`src/rtl/aes_block_arb_mux.sv`:
```
// aes_block_arb_mux: registered N-to-1 selector for AES state/key blocks.
// Each input channel and the output use a valid/ready handshake. A transfer
// happens on any edge where valid and ready are both high. Valid must not
// depend on ready. Ready may depend combinationally on valid and on the
// downstream ready.
// mode=0 picks the channel named by sel. mode=1 round-robins from an
// internal pointer. The chosen block lands in the output register one cycle
// after its handshake.
module aes_block_arb_mux #(
  parameter int WIDTH  = 128,
  parameter int NUM_CH = 4,
  // Derived from NUM_CH; leave at its default.
  parameter int SEL_W  = $clog2(NUM_CH)
) (
  input  logic                    clk,
  input  logic                    rst_n,
  input  logic                    mode,
  input  logic [SEL_W-1:0]        sel,
  input  logic [NUM_CH*WIDTH-1:0] in_data,
  input  logic [NUM_CH-1:0]       in_valid,
  output logic [NUM_CH-1:0]       in_ready,
  output logic [WIDTH-1:0]        out_data,
  output logic                    out_valid,
  input  logic                    out_ready,
  output logic [SEL_W-1:0]        out_ch
);

  logic             out_valid_q, out_valid_d;
  logic [WIDTH-1:0] out_data_q,  out_data_d;
  logic [SEL_W-1:0] out_ch_q,    out_ch_d;
  logic [SEL_W-1:0] ptr_q,       ptr_d;

  logic             load;
  logic             grant_vld;
  logic [SEL_W-1:0] grant_id;
  logic [WIDTH-1:0] grant_data;

  // Channel index reached k steps after p, wrapping at NUM_CH. NUM_CH need
  // not be a power of two, so the wrap is explicit.
  function automatic int rr_index(input logic [SEL_W-1:0] p, input int k);
    int s;
    s = int'(p) + k;
    if (s >= NUM_CH) s = s - NUM_CH;
    return s;
  endfunction

  // The output register can take a new block when it is empty or draining.
  assign load = !out_valid_q || out_ready;

  // Arbitration: pick the granted channel for this cycle.
  always_comb begin
    grant_vld = 1'b0;
    grant_id  = '0;
    if (!mode) begin
      // A sel value of NUM_CH or more matches no channel, so it never grants.
      for (int i = 0; i < NUM_CH; i++) begin
        if (sel == SEL_W'(i) && in_valid[i]) begin
          grant_vld = 1'b1;
          grant_id  = SEL_W'(i);
        end
      end
    end else begin
      // Scan from the farthest position back toward ptr. The last hit
      // written is the nearest valid channel at or after ptr.
      for (int k = NUM_CH - 1; k >= 0; k--) begin
        for (int i = 0; i < NUM_CH; i++) begin
          if (in_valid[i] && i == rr_index(ptr_q, k)) begin
            grant_vld = 1'b1;
            grant_id  = SEL_W'(i);
          end
        end
      end
    end
  end

  // Data mux. Only the granted channel's bits can reach the output register.
  always_comb begin
    grant_data = '0;
    for (int i = 0; i < NUM_CH; i++) begin
      if (grant_vld && grant_id == SEL_W'(i)) begin
        grant_data = in_data[i*WIDTH +: WIDTH];
      end
    end
  end

  // Ready back to the sources: one-hot on the granted channel when the output
  // can load. It is forced low while reset is asserted.
  always_comb begin
    in_ready = '0;
    for (int i = 0; i < NUM_CH; i++) begin
      if (rst_n && load && grant_vld && grant_id == SEL_W'(i)) begin
        in_ready[i] = 1'b1;
      end
    end
  end

  // Next-state logic for the output register and the round-robin pointer.
  always_comb begin
    out_valid_d = out_valid_q;
    out_data_d  = out_data_q;
    out_ch_d    = out_ch_q;
    ptr_d       = ptr_q;
    if (load) begin
      // When no grant exists the output drains, but data and channel ID
      // keep their last values.
      out_valid_d = grant_vld;
      if (grant_vld) begin
        out_data_d = grant_data;
        out_ch_d   = grant_id;
        if (mode) begin
          ptr_d = (grant_id == SEL_W'(NUM_CH - 1)) ? '0 : grant_id + SEL_W'(1);
        end
      end
    end
  end

  // State registers. Asynchronous reset drops any held block immediately.
  always_ff @(posedge clk or negedge rst_n) begin
    if (!rst_n) begin
      out_valid_q <= 1'b0;
      out_data_q  <= '0;
      out_ch_q    <= '0;
      ptr_q       <= '0;
    end else begin
      out_valid_q <= out_valid_d;
      out_data_q  <= out_data_d;
      out_ch_q    <= out_ch_d;
      ptr_q       <= ptr_d;
    end
  end

  assign out_valid = out_valid_q;
  assign out_data  = out_data_q;
  assign out_ch    = out_ch_q;

endmodule
```
`config.mk`:
```
export PLATFORM = sky130hd
export DESIGN_NAME = aes_block_arb_mux
export DESIGN_NICKNAME = d
export VERILOG_FILES = /design/src/rtl/aes_block_arb_mux.sv
export SDC_FILE = /design/constraint.sdc
export NUM_CORES = 1
export LEC_CHECK = 0
export ABC_AREA = 1
export BUFFER_PORTS_ARGS = -buffer_cell sky130_fd_sc_hd__buf_2
export CORE_AREA = 2 2 256 258
export DETAILED_ROUTE_END_ITERATION = 8
export DIE_AREA = 0 0 258 260
export GPL_TIMING_DRIVEN = 1
export PLACE_DENSITY = 0.37
export RECOVER_POWER = 50
export SETUP_SLACK_MARGIN = 0.15
export SLEW_MARGIN = 0
export SYNTH_ARGS = -nofsm -noshare
export SYNTH_HDL_FRONTEND = slang
export SYNTH_SLANG_ARGS = --single-unit
```
`constraint.sdc`:
```
create_clock -name clk -period 6.2 [get_ports clk]
set_input_delay 0.31 -clock clk [delete_from_list [all_inputs] [get_ports clk]]
set_output_delay 0.31 -clock clk [all_outputs]
set_load 0.01 [all_outputs]
```
==> qor.yml, run 1 <==
gp_congestion: 0.878
drtIter0Drc: 850
synthFlopType: "dfrtp_1"
total_power_mw: 5.89
worstHoldPathCells: 2
grt_pass1_vias: 15200
critPathCaptureType: "register"
p_comb_share_pct: 57.0
timing.hold.ws_ns: 0.0669
via_per_inst: 4.08
cp.required_ns: 6.56
yosys_register_bits: 133
chipHeight_um: 260
io_pins: 657
cts_tree: "yes"
n_fill_cell: 7738
synth-seq-area-share_pct: 26.9
fin_skew_ns: 0.0165
hold_violations: 0
synth_top_area_cell: "nand2_1"
ir_worst_vdd_v: 0.000177
dieArea_um2: 67100
htree_levels: 4
fin_nets: 3369
seqCellArea_um2: 3330
critPathMaxFanout: 65
ys_top_cells_by_count: "nand2_1 (1218), nor2_1 (393), inv_1 (248)"
avgSynthCellArea_um2: 5.43
slew-limit-headroom_pct: -18.7
yosys.cell_count.top_type: "nand2_1"
cp-start-kind: "register"
p_per_area_nw_per_um2: 362
synthArstFlopShare_pct: 100
setup_violations: 0
netlist_area_um2: 12400
drive_gt1_share_pct: 24.8
syn_to_final_growth_pct: 31.7
ys_warn_count: 0
tightest_slew_ns: 1.78
grt_use_total_pct: 18.2
hpwl_um: 46500
routed_wl_um: 62500
power.leakage_nw: 10.5
numCtsBuffers: 17
root_buffer: "clkbuf_16"
reg2reg_depth: 27
power.share.switching_pct: 51.7
io_buffers: 656
syn_nets: 2803
maxSlewViolCount: 23
seq_power_share_pct: 25.6
hold_class: "in -> reg"
fin_crit_sh_pct: 64.1
via_count: 15200
clock_path_buffers: 2
ys_types: 27
drtAntennaViolNets: 0
synthCells: 2277
path_clk_slew_ns: 0.07
postCtsSetupBuffers: 0
rsz0062_at_grt: "no"
wl_per_cell_um: 16.8
route.detailed.drc: 0
critPathKind: "reg -> reg"
grt_pass1_wl_um: 92300
outcome: "complete, but fails checks"
synth_top_area_share_pct: 37.0
cts_resized: 0
drt_first_pass_iters: 5
max_freq_mhz: 252
power.switching_mw: 3.04
gr-total-overflow: 0
start_util_pct: 19.3
crit_arrival_ns: 4.33
clock_sinks: 133
num_rows: 93
p_int_mw: 2.85
die_x_um: 258
grt_max_degree: 140
synth.area.top_cells: "nand2_1 (37%), dfrtp_1 (27%), nor2_1 (12%), inv_1 (7.5%), nand2_2 (5.2%)"
multiInputGateArea_um2: 6970
p_clk_share_pct: 17.4
min_period_ns: 3.97
cap_violations: 1
violations: "max-capacitance violations, max-slew violations"
setup_tns_ns: 0
insertion_delay_ns: 0.48
grt_antenna_before_repair: 17
coreArea_um2: 64100
synth-edff-count: 0
-- kinds of logic (layout without fill, tap and decap cells) --
group / after synthesis / in the layout / share of synthesized area [%]
AOI/OAI and AO/OA: 6 / 6 / 0.304
adders and majority gates: 4 / 4 / 0.405
buffers and inverters: 398 / 977 / 16.9
DFF: 133 / 133 / 26.9
other: 0 / 6 / 0
and+or+nand+nor: 1736 / 1736 / 55.5
-- power by group through the flow --
| stage | logic (mW) | registers [mW] | clock network, mW |
|---|---|---|---|
| after global placement | 3.56 | 1.51 | 0 |
| after detailed placement | 3.53 | 1.51 | 0 |
| after global routing | 3.82 | 1.56 | 1.11 |
| final | 3.36 | 1.51 | 1.02 |
| after floorplan | 2.16 | 1.65 | 0 |
| after CTS | 3.54 | 1.50 | 1.08 |
-- worst paths after layout --
kind / start / to / slack, ns
worst max-delay path: ptr_q[1] / out_data[117] / 2.23
worst min-delay path: out_ready / out_valid / 0.07
worst max register to register: ptr_q[1] / out_data[117] / 2.23
worst min register to register: out_data[97] / out_data[97] / 0.48
max in group asynchronous: rst_n / out_data[91] / 3.57
min in group asynchronous: rst_n / out_data[12] / 0.85
-- state kept, by name (all words and copies together), names as in the netlist --
register and count:
ptr_q 2, out_valid 1, out_ch 2, out_data 128
-- per-layer routing --
layer	vias to the layer above	routed length, um	GRT usage, %	part of all wire, %
li1	7640	-	-	-
met1	6993	26600	21.6	43
met2	450	30600	31.7	49
met3	76	3920	4.74	6.3
met4	20	1240	5.76	2.0
met5	-	127	0	0.20
-- worst max-delay path, cell delays in order, from the launching register on --
cell,delay [ns]
dfrtp_1,0.52
nor2_2,0.23
nand2_2,0.08
nand2_1,0.06
nand2_1,0.05
nand2_1,0.05
nand2_1,0.05
nand2_1,0.05
nand2_1,0.04
nand2_1,0.06
nand2_1,0.05
nand2_1,0.05
nand2_1,0.05
nand2_1,0.05
nand2_1,0.04
nand2_1,0.07
nand2_1,0.11
inv_1,0.14
ha_4,0.15
buf_4,0.58
buf_4,0.76
nor2_1,0.12
nand2_1,0.10
nand2_1,0.08
nand2_1,0.09
nand2_1,0.07
nand2_1,0.06
nand2_1,0.05
-- final cells by class --
type / instances / share of cell area, %
Antenna cell: 6 / 0.0922
Clock buffer: 22 / 2.79
Clock inverter: 10 / 0.615
Inverter: 271 / 6.32
Multi-Input combinational cell: 1746 / 42.8
Sequential cell: 133 / 20.4
Tap cell: 855 / 6.57
Timing Repair Buffer: 674 / 20.4
-- cell usage in the layout, fill, tap and decap left out, types with 2 or more instances in the layout --
cell | synthesis | routed
clkinv_2 | 0 | 2
buf_4 | 14 | 12
clkbuf_1 | 32 | 136
nor2_2 | 2 | 2
nand3_1 | 12 | 11
nor2_1 | 393 | 393
buf_12 | 11 | 5
buf_2 | 26 | 524
nand2_1 | 1218 | 1218
inv_4 | 1 | 2
inv_1 | 248 | 247
clkinv_4 | 0 | 5
dfrtp_1 | 133 | 133
nand2_2 | 103 | 103
ha_1 | 4 | 3
inv_2 | 22 | 21
diode_2 | 0 | 6
nor2_4 | 3 | 3
clkbuf_16 | 0 | 17
-- through the flow --
step                worst slack [ns]  area, um2  util (%)  instances
floorplan                       3.57      12400         -       2277
global placement                2.11      15900      24.8       3678
detailed placement              2.14      15900      24.8       3678
CTS                             2.11      16400      25.6       3711
global route                    1.69      16300      25.4       3716
finish                          2.23      16300      25.4       3717
-- timing repair --
| action | in CTS | in global routing |
|---|---|---|
| hold endpoints to repair | 19 | 0 |
| hold buffers | 1 | 0 |
| endpoints found under the setup margin | 0 | 0 |
Power figures use the tool's default switching activity.
==> run 2: changes to the inputs <==
--- a/config.mk
+++ b/config.mk
@@ -11,7 +11,7 @@
 export DETAILED_ROUTE_END_ITERATION = 8
 export DIE_AREA = 0 0 258 260
 export GPL_TIMING_DRIVEN = 1
-export PLACE_DENSITY = 0.37
+export PLACE_DENSITY = 0.38
 export RECOVER_POWER = 50
 export SETUP_SLACK_MARGIN = 0.15
 export SLEW_MARGIN = 0
==> constraint.sdc (replaced) <==
create_clock -name clk -period 3.5 [get_ports clk]
set_input_delay 0.175 -clock clk [delete_from_list [all_inputs] [get_ports clk]]
set_output_delay 0.175 -clock clk [all_outputs]
set_load 0.01 [all_outputs]
==> run 2 against run 1 <==
  * Clock skew fell by 0.0085 ns
  * Sequential power grew 75%
  * Sequential share of layout area decreased by 0.86 points
  * First-iteration DRC count grew 3.5%
  * Total power increased by 83%
  * Critical path depth decreased by 5
  * Cell count up 1.5%
  * The run still ends with max-capacitance violations, max-slew violations left
==> qor.yml, run 2 (synthesis gave the netlist of run 1 again) <==
worstHoldPathCells: 5  # was 2
via_count: 15400  # was 15200
clock_path_buffers: 2  # unchanged
rsz0062_at_grt: "no"  # unchanged
fin_nets: 3426  # was 3369
reg2reg_depth: 19  # was 27
max_freq_mhz: 333
setup_tns_ns: 0  # unchanged
violations: "max-capacitance violations, max-slew violations"  # unchanged
power.leakage_nw: 10.8  # was 10.5 nW
start_util_pct: 19.3  # unchanged
dp_slack_ns: 0.383  # was 2.14 ns
gr-total-overflow: 0  # unchanged
fin_util_pct: 26.5  # was 25.4%
hold_violations: 0  # unchanged
layout_common_cells: "nand2_1 (1218), buf_2 (525), nor2_1 (393), inv_1 (247), clkbuf_1 (135)"  # was nand2_1 (1218), buf_2 (524), nor2_1 (393), inv_1 (247), clkbuf_1 (136)
setup_violations: 0  # unchanged
syn_to_final_growth_pct: 37.6  # was 31.7%
coreArea_um2: 64100  # unchanged
p_per_area_nw_per_um2: 632  # was 362 nW/um2
dieArea_um2: 67100  # unchanged
critPathKind: "reg -> out"  # was reg -> reg
min_period_ns: 3.00
drt_first_pass_iters: 5  # unchanged
numCtsBuffers: 17  # unchanged
num_rows: 93  # unchanged
fin_skew_ns: 0.00802  # was 0.0165 ns
rrSetupSlack_ns: 0.55  # was 2.23 ns
cap_violations: 1  # unchanged
chipHeight_um: 260  # unchanged
maxSlewViolCount: 77  # was 23
critPathMaxFanout: 40  # was 65
insertion_delay_ns: 0.47  # was 0.48 ns
grt_pass1_vias: 15700  # was 15200
cp-start-kind: "register"  # unchanged
wl_per_cell_um: 16.6  # was 16.8 um
io_buffers: 656  # unchanged
slowest_stage: "dfrtp_2"  # was buf_4
cp.required_ns: 3.32  # was 6.56 ns
critPathCaptureType: "output port"  # was register
largest_register_ffs: 128  # unchanged
drtAntennaViolNets: 0  # unchanged
htree_levels: 4  # unchanged
timing.hold.ws_ns: 0.0481  # was 0.0669 ns
cts_tree: "yes"  # unchanged
total_power_mw: 10.8  # was 5.89 mW
path_cells: "nor2_4 -> nand2_2 -> nand2_1 -> nand2_1 -> nand2_1 -> nand2_1 -> nand2_1 -> nand2_1 -> nand2_1 -> nand2_1 -> nand2_1 -> nand2_1 -> nand2_1 -> nand2_1 -> nand2_1 -> nand2_1 -> inv_1 -> ha_2 -> inv_4 -> buf_12 -> nor2_1 -> buf_2"
root_buffer: "clkbuf_16"  # unchanged
tightest_slew_ns: 2.10  # was 1.78 ns
n_fill_cell: 7662  # was 7738
drtIter0Drc: 880  # was 850
cp_slowest_stage_delay_ns: 0.46  # was 0.76 ns
mostFrequentLayoutCell: "nand2_1"  # unchanged
route.detailed.drc: 0  # unchanged
clock_sinks: 133  # unchanged
grt_antenna_before_repair: 19  # was 17
ir_worst_vdd_v: 0.000312  # was 0.000177 V
hpwl_um: 48100  # was 46500 um
gp_congestion: 0.898  # was 0.878
slew-limit-headroom_pct: -40.1  # was -18.7%
outcome: "complete, but fails checks"  # unchanged
grt_pass1_wl_um: 93700  # was 92300 um
die_x_um: 258  # unchanged
hold_class: "in -> reg"  # unchanged
grt_max_degree: 84  # was 140
path_clk_slew_ns: 0.07  # about the same
crit_arrival_ns: 2.82  # was 4.33 ns
routed_wl_um: 62800  # was 62500 um
drive_gt1_share_pct: 25.1  # was 24.8%
via_per_inst: 4.09  # was 4.08
setup_slack_ns: 0.501  # was 2.23 ns
path_common_cell: "nand2_1"  # unchanged
grt_use_total_pct: 18.4  # was 18.2%
io_pins: 657  # unchanged
fin_crit_sh_pct: 85.7
## run 2: cell types whose count changed in the layout (fill, tap and decap cells not counted), moves of 2 or more
cell           before  now
dfrtp_2             0    2
dlygate4sd3_1       1   38
diode_2             6    4
bufinv_16           1    3
clkinvlp_4          1    3
dfrtp_1           133  131
buf_12              5   18
clkinv_4            5    3
buf_4              12   17
## run 2: where the power goes
group | switching (mW) | leakage, nW | internal (mW)
Clock | 0.820 | 0.278 | 1.12
Sequential | 0.422 | 1.71 | 2.23
Combinational | 4.14 | 8.80 | 2.02
Total | 5.38 | 10.8 | 5.37
## run 2: cell type report
type,instances,area (um2),area share (%)
Multi-Input combinational cell,1746,6980,41.0
Timing Repair Buffer,731,4000,23.5
Sequential cell,133,3330,19.6
Tap cell,855,1070,6.29
Inverter,271,1030,6.05
Clock buffer,21,440,2.59
Clock inverter,11,153,0.897
Antenna cell,4,10.0,0.0588
## run 2: worst paths after layout
check                             startpoint      endpoint
worst max-delay path                ptr_q[0]   in_ready[3]
worst min register to register  out_data[77]  out_data[77]
worst min-delay path            in_data[437]  out_data[53]
min in group asynchronous              rst_n  out_data[13]
max in group asynchronous              rst_n   out_data[9]
worst max register to register      ptr_q[0]  out_data[57]
## run 2: what timing repair did
action                                  in CTS  in global routing
setup buffers                                0                  1
endpoints found under the setup margin       0                 78
hold buffers                                38                  0
gates resized for setup                      0                  5
hold endpoints to repair                    94                  0
## run 2: per-layer routing
layer  share of wire [%]  global-route usage (%)  vias up
met4                 2.3                    5.57       24
met1                  41                    21.7     7099
met3                 6.8                    5.07       82
li1                    -                       -     7740
met5                0.25                       0        -
met2                  49                    32.4      494
## run 2: worst max-delay path: cells and delay by family (launching register included)
family,cells,cell delay [ns]
and+or+nand+nor,17,1.09
DFF,1,0.46
buffers and inverters,4,0.54
adders and majority gates,1,0.25
## run 2: metrics by stage
stage,area (um2),cells
after floorplan,12400,2277
after global placement,16200,3697
after detailed placement,16200,3697
after CTS,17200,3767
after global routing,17000,3771
final,17000,3772
==> run 3: changes to the inputs <==
--- a/config.mk
+++ b/config.mk
@@ -11,9 +11,11 @@
 export DETAILED_ROUTE_END_ITERATION = 8
 export DIE_AREA = 0 0 258 260
 export GPL_TIMING_DRIVEN = 1
+export MAX_ROUTING_LAYER = met4
 export PLACE_DENSITY = 0.38
 export RECOVER_POWER = 50
 export SETUP_SLACK_MARGIN = 0.15
+export SKIP_LAST_GASP = 1
 export SLEW_MARGIN = 0
 export SYNTH_ARGS = -nofsm -noshare
 export SYNTH_HDL_FRONTEND = slang
==> run 3 against run 2 <==
  * The flow still finishes with violations (max-capacitance violations, max-slew violations)
  * Sequential cell count did not move
  * Cell area rose by 2.9%
  * Routed wire length rose by 2.6%
  * Total power rose by 3.2%
  * Combinational power rose by 3.6%
  * Utilization rose by 0.78 points
  * Clock skew rose by 0.0066 ns
  * Register-to-register slack improved by 0.02 ns
  * Die area did not move
  * Highest routed layer is now met4
==> qor.yml, run 3 (synthesis gave the netlist of run 1 again) <==
via_per_inst: 4.08  # was 4.09
drtIter0Drc: 1049  # was 880
setup_violations: 0  # unchanged
hold_path_end: "out_data[89]"  # was out_data[53]
clock_sinks: 133  # unchanged
route.detailed.drc: 0  # unchanged
grt_pass1_vias: 15800  # was 15700
fin_crit_sh_pct: 90.2  # was 85.7%
worst_path_dominant_cell_family: "buffers and inverters"  # was simple AND/OR/NAND/NOR gates
wl_per_cell_um: 16.9  # was 16.6 um
mostFrequentLayoutCell: "nand2_1"  # unchanged
dieArea_um2: 67100  # unchanged
reg2reg_depth: 27  # was 19
io_buffers: 656  # unchanged
drive_gt1_share_pct: 27.3  # was 25.1%
syn_to_final_growth_pct: 41.7  # was 37.6%
violations: "max-capacitance violations, max-slew violations"  # unchanged
critPathCaptureType: "output port"  # unchanged
cp-start-kind: "register"  # unchanged
drtAntennaViolNets: 0  # unchanged
rrSetupSlack_ns: 0.57  # was 0.55 ns
num_rows: 93  # unchanged
ir_worst_vdd_v: 0.000367  # was 0.000312 V
root_buffer: "clkbuf_16"  # unchanged
reg2reg_to: "out_data[69]"  # was out_data[57]
timing.hold.ws_ns: 0.0409  # was 0.0481 ns
min_period_ns: 3.16  # was 3.00 ns
grt_pass1_wl_um: 95400  # was 93700 um
insertion_delay_ns: 0.48  # was 0.47 ns
p_per_area_nw_per_um2: 634  # was 632 nW/um2
crit_arrival_ns: 2.98  # was 2.82 ns
slew-limit-headroom_pct: -70.2  # was -40.1%
path_clk_slew_ns: 0.07  # about the same
hold_class: "in -> reg"  # unchanged
io_pins: 657  # unchanged
critPathKind: "reg -> out"  # unchanged
start_util_pct: 19.3  # unchanged
dp_slack_ns: 0.335  # was 0.383 ns
outcome: "complete, but fails checks"  # unchanged
hold_violations: 0  # unchanged
cts_tree: "yes"  # unchanged
slowest_stage: "dfrtp_2"  # unchanged
cp_slowest_stage_delay_ns: 0.45  # was 0.46 ns
numCtsBuffers: 17  # unchanged
path_buf_inv: 5  # was 4
layout_common_cells: "nand2_1 (1218), buf_2 (587), nor2_1 (392), inv_1 (246), dfrtp_1 (131)"  # was nand2_1 (1218), buf_2 (525), nor2_1 (393), inv_1 (247), clkbuf_1 (135)
power.leakage_nw: 11.2  # was 10.8 nW
min_from: "in_data[473]"  # was in_data[437]
gp_congestion: 0.934  # was 0.898
die_x_um: 258  # unchanged
cap_violations: 2  # was 1
tightest_slew_ns: 2.55  # was 2.10 ns
routed_wl_um: 64400  # was 62800 um
r2r-start: "ptr_q[1]"  # was ptr_q[0]
setup_slack_ns: 0.342  # was 0.501 ns
path_cells: "inv_2 -> nor2_2 -> nand2_1 -> nand2_1 -> a21oi_1 -> nor2_1 -> o211ai_1 -> a22o_2 -> inv_1 -> ha_4 -> inv_4 -> buf_12 -> nor2_2 -> buf_4"  # was nor2_4 -> nand2_2 -> nand2_1 -> nand2_1 -> nand2_1 -> nand2_1 -> nand2_1 -> nand2_1 -> nand2_1 -> nand2_1 -> nand2_1 -> nand2_1 -> nand2_1 -> nand2_1 -> nand2_1 -> nand2_1 -> inv_1 -> ha_2 -> inv_4 -> buf_12 -> nor2_1 -> buf_2
rsz0062_at_grt: "no"  # unchanged
n_fill_cell: 7640  # was 7662
critPathMaxFanout: 41  # was 40
grt_use_total_pct: 19.4  # was 18.4%
worstHoldPathCells: 5  # unchanged
coreArea_um2: 64100  # unchanged
gr-total-overflow: 0  # unchanged
chipHeight_um: 260  # unchanged
fin_nets: 3453  # was 3426
grt_antenna_before_repair: 21  # was 19
via_count: 15600  # was 15400
htree_levels: 4  # unchanged
maxSlewViolCount: 135  # was 77
largest_register_ffs: 128  # unchanged
setup_tns_ns: 0  # unchanged
cp.required_ns: 3.32  # about the same
clock_path_buffers: 2  # unchanged
max_freq_mhz: 317  # was 333 MHz
grt_max_degree: 81  # was 84
fin_skew_ns: 0.0147  # was 0.00802 ns
drt_first_pass_iters: 8  # was 5
hpwl_um: 48800  # was 48100 um
## run 3: power by group
group | internal (mW) | total [mW] | switching (mW)
Sequential | 2.23 | 2.65 | 0.423
Clock | 1.23 | 2.06 | 0.832
Combinational | 2.18 | 6.38 | 4.20
Total | 5.64 | 11.1 | 5.46
## run 3: per-layer routing
metal  up-vias  GRT usage [%]  wire length, um
met5         -              -                0
met4         0           6.44             1600
met3        66           5.67             4880
met2       525           32.0            30700
met1      7135           22.6            27300
li1       7833              -                -
## run 3: layout make-up
| cell class | instances | area, um2 | area share [%] |
|---|---|---|---|
| multi-input combinational | 1746 | 6990 | 39.9 |
| timing repair buffer | 758 | 4410 | 25.2 |
| sequential | 133 | 3330 | 19.0 |
| tap | 855 | 1070 | 6.11 |
| inverter | 271 | 1030 | 5.88 |
| clock buffer | 20 | 457 | 2.61 |
| clock inverter | 12 | 176 | 1.01 |
| antenna | 21 | 52.6 | 0.300 |
## run 3: what timing repair did
action                     CTS  global route
buffers inserted             0             2
setup endpoints to repair    1            10
hold buffers                64             0
resized for setup            3             6
hold endpoints to repair   196             0
## run 3: worst min-delay path: stages
cell and delay, ns:
buf_2 0.08, nor2_1 0.04, nor2_1 0.09, nand2_1 0.06
nand2_1 0.05
## run 3: worst max-delay path by stage
stage	startpoint	to	slack, ns	depth (start not counted)
after floorplan	ptr_q[0]	out_data[46]	0.87	27
after global placement	ptr_q[1]	out_data[91]	0.32	16
after detailed placement	ptr_q[1]	out_data[84]	0.34	25
after CTS	ptr_q[1]	in_ready[3]	0.21	22
after global routing	ptr_q[1]	in_ready[3]	0.16	22
final	ptr_q[0]	in_ready[3]	0.34	14
## run 3: per-stage QoR
step	cells	utilization (%)	total power, mW	instance area [um2]
6_report	3816	27.3	11.1	17500
5_1_grt	3814	27.3	12.2	17500
4_1_cts	3793	27.3	11.4	17500
3_5_place_dp	3697	25.4	9.17	16300
3_3_place_gp	3697	25.4	9.21	16300
2_1_floorplan	2277	-	6.75	12400
